**src/rtl/demux_narrow_wide.sv**
```systemverilog
// Packs RATIO IN_W-bit beats into one OUT_W-bit word, lane order set by MSB_FIRST.
// Latency: word registered one cycle after its closing beat (or the timeout flush).
// Backpressure: in_ready = !out_valid || out_ready; the output register is the only stall point.
//
// Ports:
//   clk_4f, reset            - sole clock (rising edge), async active-high reset
//   in_data/in_valid/in_last - narrow beat stream, in_ready accepts it
//   out_data/out_keep        - assembled word, lane i = out_data[i*IN_W +: IN_W], keep[i] = lane received
//   out_valid/out_last       - word valid, word closed by in_last or idle timeout
//   out_ready                - downstream accept
module demux_narrow_wide #(
    parameter int IN_W          = 8,
    parameter int RATIO         = 4,
    parameter int MSB_FIRST     = 1,
    parameter int FLUSH_TIMEOUT = 4,
    parameter int PAD           = 0
) (
    input  logic                    clk_4f,
    input  logic                    reset,
    input  logic [IN_W-1:0]         in_data,
    input  logic                    in_valid,
    input  logic                    in_last,
    output logic                    in_ready,
    output logic [IN_W*RATIO-1:0]   out_data,
    output logic [RATIO-1:0]        out_keep,
    output logic                    out_valid,
    output logic                    out_last,
    input  logic                    out_ready
);

    localparam int OUT_W  = IN_W * RATIO;
    localparam int CNT_W  = $clog2(RATIO);
    localparam int IDLE_W = (FLUSH_TIMEOUT > 0) ? $clog2(FLUSH_TIMEOUT + 1) : 1;

    localparam logic [IN_W-1:0]   PAD_LANE = IN_W'(PAD);
    localparam logic [OUT_W-1:0]  PAD_WORD = {RATIO{PAD_LANE}};
    localparam logic [CNT_W-1:0]  CNT_LAST = CNT_W'(RATIO - 1);
    localparam logic [IDLE_W-1:0] IDLE_MAX = IDLE_W'(FLUSH_TIMEOUT);

    // Accumulator for the word being built, plus its lane occupancy.
    logic [OUT_W-1:0]  acc_q, acc_d;
    logic [RATIO-1:0]  keep_q, keep_d;
    logic [CNT_W-1:0]  cnt_q, cnt_d;
    logic [IDLE_W-1:0] idle_q, idle_d;

    // Output register.
    logic [OUT_W-1:0]  out_data_q, out_data_d;
    logic [RATIO-1:0]  out_keep_q, out_keep_d;
    logic              out_valid_q, out_valid_d;
    logic              out_last_q, out_last_d;

    logic              out_free;
    logic              accept;
    logic              close;
    logic              timeout;
    logic [CNT_W-1:0]  lane;
    logic [OUT_W-1:0]  acc_beat;
    logic [RATIO-1:0]  keep_beat;

    always_comb begin
        out_free = !out_valid_q || out_ready;
        accept   = in_valid && out_free;

        lane = (MSB_FIRST != 0) ? (CNT_LAST - cnt_q) : cnt_q;

        // Accumulator as it would look with the current beat merged in.
        acc_beat  = acc_q;
        keep_beat = keep_q;
        for (int i = 0; i < RATIO; i++) begin
            if (lane == CNT_W'(i)) begin
                acc_beat[i*IN_W +: IN_W] = in_data;
                keep_beat[i]             = 1'b1;
            end
        end

        close = accept && (in_last || (cnt_q == CNT_LAST));

        // An accepted beat resets the idle count, so a flush can only fire on a
        // beat-free cycle; it also waits for the output register to be free.
        timeout = (FLUSH_TIMEOUT > 0) && !accept && (cnt_q != '0)
                  && (idle_q == IDLE_MAX) && out_free;

        acc_d       = acc_q;
        keep_d      = keep_q;
        cnt_d       = cnt_q;
        idle_d      = idle_q;
        out_data_d  = out_data_q;
        out_keep_d  = out_keep_q;
        out_last_d  = out_last_q;
        out_valid_d = out_valid_q && !out_ready;

        if (close) begin
            out_data_d  = acc_beat;
            out_keep_d  = keep_beat;
            out_last_d  = in_last;
            out_valid_d = 1'b1;
            acc_d       = PAD_WORD;
            keep_d      = '0;
            cnt_d       = '0;
            idle_d      = '0;
        end else if (accept) begin
            acc_d  = acc_beat;
            keep_d = keep_beat;
            cnt_d  = cnt_q + CNT_W'(1);
            idle_d = '0;
        end else if (timeout) begin
            out_data_d  = acc_q;
            out_keep_d  = keep_q;
            out_last_d  = 1'b1;
            out_valid_d = 1'b1;
            acc_d       = PAD_WORD;
            keep_d      = '0;
            cnt_d       = '0;
            idle_d      = '0;
        end else if (cnt_q == '0) begin
            idle_d = '0;
        end else if ((FLUSH_TIMEOUT > 0) && (idle_q != IDLE_MAX)) begin
            idle_d = idle_q + IDLE_W'(1);
        end
    end

    always_ff @(posedge clk_4f or posedge reset) begin
        if (reset) begin
            acc_q       <= PAD_WORD;
            keep_q      <= '0;
            cnt_q       <= '0;
            idle_q      <= '0;
            out_data_q  <= '0;
            out_keep_q  <= '0;
            out_valid_q <= 1'b0;
            out_last_q  <= 1'b0;
        end else begin
            acc_q       <= acc_d;
            keep_q      <= keep_d;
            cnt_q       <= cnt_d;
            idle_q      <= idle_d;
            out_data_q  <= out_data_d;
            out_keep_q  <= out_keep_d;
            out_valid_q <= out_valid_d;
            out_last_q  <= out_last_d;
        end
    end

    assign in_ready  = out_free;
    assign out_data  = out_data_q;
    assign out_keep  = out_keep_q;
    assign out_valid = out_valid_q;
    assign out_last  = out_last_q;

endmodule

```
**config.mk**
```make
export PLATFORM = sky130hd
export DESIGN_NAME = demux_narrow_wide
export DESIGN_NICKNAME = d
export VERILOG_FILES = /design/src/rtl/demux_narrow_wide.sv
export SDC_FILE = /design/constraint.sdc
export NUM_CORES = 1
export LEC_CHECK = 0
export ABC_AREA = 1
export BUFFER_PORTS_ARGS = -buffer_cell sky130_fd_sc_hd__buf_2
export CORE_UTILIZATION = 54
export CTS_CLUSTER_SIZE = 40
export DETAILED_ROUTE_END_ITERATION = 6
export PLACE_DENSITY = 0.84
export SETUP_SLACK_MARGIN = 0.15
export SYNTH_ARGS = -nofsm -noshare
export SYNTH_HDL_FRONTEND = slang
export SYNTH_SLANG_ARGS = --single-unit
```
**constraint.sdc**
```tcl
create_clock -name clk_4f -period 6.3 [get_ports clk_4f]
set_input_delay 0.945 -clock clk_4f [delete_from_list [all_inputs] [get_ports clk_4f]]
set_output_delay 0.945 -clock clk_4f [all_outputs]
set_load 0.02 [all_outputs]
```
==> metrics <==
status=finished, final reports clean; crit-path max FO=37; crit path to=out_data[18]$_DFFE_PP0P_; vias in the first global route=between 3000 and 4000; total track usage=around 26%; Critical Path RT=roughly 6.6 ns; Slew @ Worst Pin=roughly 1.0 ns; clock latency on the worst-skew pair=0.35 ns; largest net degree at the start of global routing=80; sequential power share=roughly 47%; Vias/cell=around 5.5; max_cap viols=0; Peak Freq=approximately 380 MHz; pre-CTS setup slack=around 3.4 ns; CTS tree=done; drt first pass iters=5; cell mode on critical path=nand2_1; crit path cell chain=ha_1 > inv_4 > nand2_4 > nand3_2 > nand2_1 > buf_4 > nand2_1 > nand2_1; initial antenna violation count=0; Bufs and invs on worst path=2; Hold Crit Class=register to register; Post-CTS Hold Fix Bufs=0; sw power=0.512 mW; clk buf depth=2; Synth area leader=dfrtp_1; IO Port Bufs=between 50 and 60; detailed-route DRC error count=0; CP Capture Type=register; CTS Sinks=about 80; Ant. Diodes=0; critical path class=register to register; CTS buffer count=9; CTS resizes=0; first-pass GRT wire length=roughly 17000 um; register area share after synthesis=between 40% and 50%; CP max stage delay=around 0.53 ns; Synth warnings=0; post-route insts no fill=717; worst r2r path cells=8; Pint=roughly 0.86 mW; drt wl/cell=between 10 and 15 um; clock network fraction of design power=23.0%; Worst Path Arrival=between 2 and 3 ns; Starting Density=between 50% and 60%; unique cell type count in the Yosys netlist=23; CTS clk-pin slew, worst paths=about 0.080 ns; Max Slew Vio Count=0; reg2reg end=out_data[18]$_DFFE_PP0P_; crit-path leading delay family=simple AND/OR/NAND/NOR gates; Root Buffer=clkbuf_8; total grt overflow=0; Slew HR=around a third; Synth top cells by count=316 x nand2_1, 111 x nand3_1, 79 x dfrtp_1; area delta synth->final=7.67%; Synth Instances=between 500 and 600; number of synthesized flops with an enable pin=0; mapped cell area=about 4200 um2; Yosys top cell area share=between 40% and 50%; top cells by area, synth=dfrtp_1 47%, nand2_1 28%, nand3_1 13%, buf_2 3.0%, ha_1 1.8%; CP Launch Type=register; final-report hold violation count=0; Synth Net Count=roughly 610; hpwl dp=5900 um; Crit. Startpoint=cnt_q[0]$_DFFE_PP0P_; Static Leakage=between 2 and 3 nW; Die ar.=8180 um2; power density cells=roughly 300 nW/um2; Worst IR Drop VDD=about 0.18 mV; # setup viols final=0; RSZ-0062 raised after global routing=no; CP max stage cell=nand2_1; clk_skew=between 0.01 and 0.015 ns; Post-CTS Setup Bufs=0; CP Depth=8; Rows=31; nets=634; Die W=between 90 and 100 um; FILL cells=717; number of synthesized register bits=between 70 and 80; Setup WS post-layout=approximately 3.7 ns; setup tns final=0 ns; I/O pins=52; H-tree depth=3; fin crit share=a little over two fifths; share of layout cells above drive strength 1=between 10% and 20%; Primary FF master, synth=dfrtp_1; Gate power share=30.0%; ANT nets after route=0; Switching Share=37.4%; Die Y=approximately 90 um; DR iter-0 viols=~380; final wirelength=between 9000 and 10000 um; most frequent cell after synthesis=nand2_1; total number of vias=slightly below 4000; placed insts=~700; Min Clock Period, post-route=~2.6 ns; RePlAce Congestion=0.800; r2r setup slk=3.67 ns; Core Area=around 7400 um2; post-synthesis average cell area=between 7 and 8 um2; asr flop ratio synth=100%; r2r startpoint=cnt_q[0]$_DFFE_PP0P_
==> worst min path at each step <==
stage	start	end	slack, ns	cells after the start
finish	keep_q[0]$_DFFE_PP0P_	keep_q[0]$_DFFE_PP0P_	0.50	2
global route	keep_q[0]$_DFFE_PP0P_	keep_q[0]$_DFFE_PP0P_	0.51	2
CTS	keep_q[0]$_DFFE_PP0P_	keep_q[0]$_DFFE_PP0P_	0.51	2
detailed placement	keep_q[0]$_DFFE_PP0P_	keep_q[0]$_DFFE_PP0P_	0.49	2
global placement	keep_q[0]$_DFFE_PP0P_	keep_q[0]$_DFFE_PP0P_	0.47	2
floorplan	keep_q[0]$_DFFE_PP0P_	keep_q[0]$_DFFE_PP0P_	0.46	2
==> worst register-to-register path, cell delays in order (launching register included) <==
cell and delay, ns:
dfrtp_1 0.40, ha_1 0.46, inv_4 0.15, nand2_4 0.39, nand3_2 0.13, nand2_1 0.53, buf_4 0.35, nand2_1 0.08
nand2_1 0.06
==> flip-flops by register name (all words and copies together) (netlist names) <==
name	flops
out_data	32
out_valid	1
idle_q	3
acc_q	32
out_last	1
cnt_q	2
out_keep	4
keep_q	4
==> layout by cell type, fill, tap and decap left out, drive strengths merged <==
cell type    n
ha           6
nand4        3
nand3      112
o21ai        3
a21oi        3
buf         55
nand2      319
nor2         5
xnor2        1
inv         16
clkinv       3
clkbuf      12
or2          1
dfrtp       79
==> per-stage QoR <==
| stage | cell area, um2 | power [mW] | hold WS [ns] | util (%) |
|---|---|---|---|---|
| after global placement | 4400 | 1.05 | 0.472 | 59.4 |
| final | 4550 | 1.37 | 0.501 | 61.4 |
| after global routing | 4550 | 1.46 | 0.515 | 61.4 |
| after floorplan | 4230 | 0.953 | 0.457 | - |
| after detailed placement | 4400 | 1.06 | 0.488 | 59.4 |
| after CTS | 4550 | 1.37 | 0.506 | 61.4 |
==> per-layer routing <==
layer	vias up	routed length, um	GRT usage, %
met5	-	0	0
met4	0	159	10.1
met3	21	761	4.97
met2	172	4680	43.1
met1	1811	4180	33.2
li1	1904	-	-
==> logic make-up after synthesis <==
logic type               share of synthesized area [%]
AO/OA/AOI/OAI                                    0.977
XOR/XNOR                                         0.207
adder cells (fa/ha/maj)                           1.78
buffers and inverters                             7.02
flip-flops                                        46.8
AND/OR/NAND/NOR                                   43.2
==> cell type report <==
cell class | count | area, um2 | area share [%]
Inverter | 17 | 66.3 | 1.46
Clock inverter | 2 | 10.0 | 0.220
Clock buffer | 12 | 135 | 2.97
Tap cell | 99 | 124 | 2.72
Multi-Input combinational cell | 453 | 1950 | 42.9
Timing Repair Buffer | 55 | 285 | 6.27
Sequential cell | 79 | 1980 | 43.5
==> power groups by stage <==
stage	Sequential (mW)	Combinational (mW)	Clock (mW)
final	0.643	0.411	0.315
after global routing	0.655	0.464	0.339
after CTS	0.644	0.412	0.318
after detailed placement	0.653	0.410	0
after global placement	0.647	0.401	0
after floorplan	0.705	0.249	0
No activity file was read; power rests on OpenSTA's default activity.
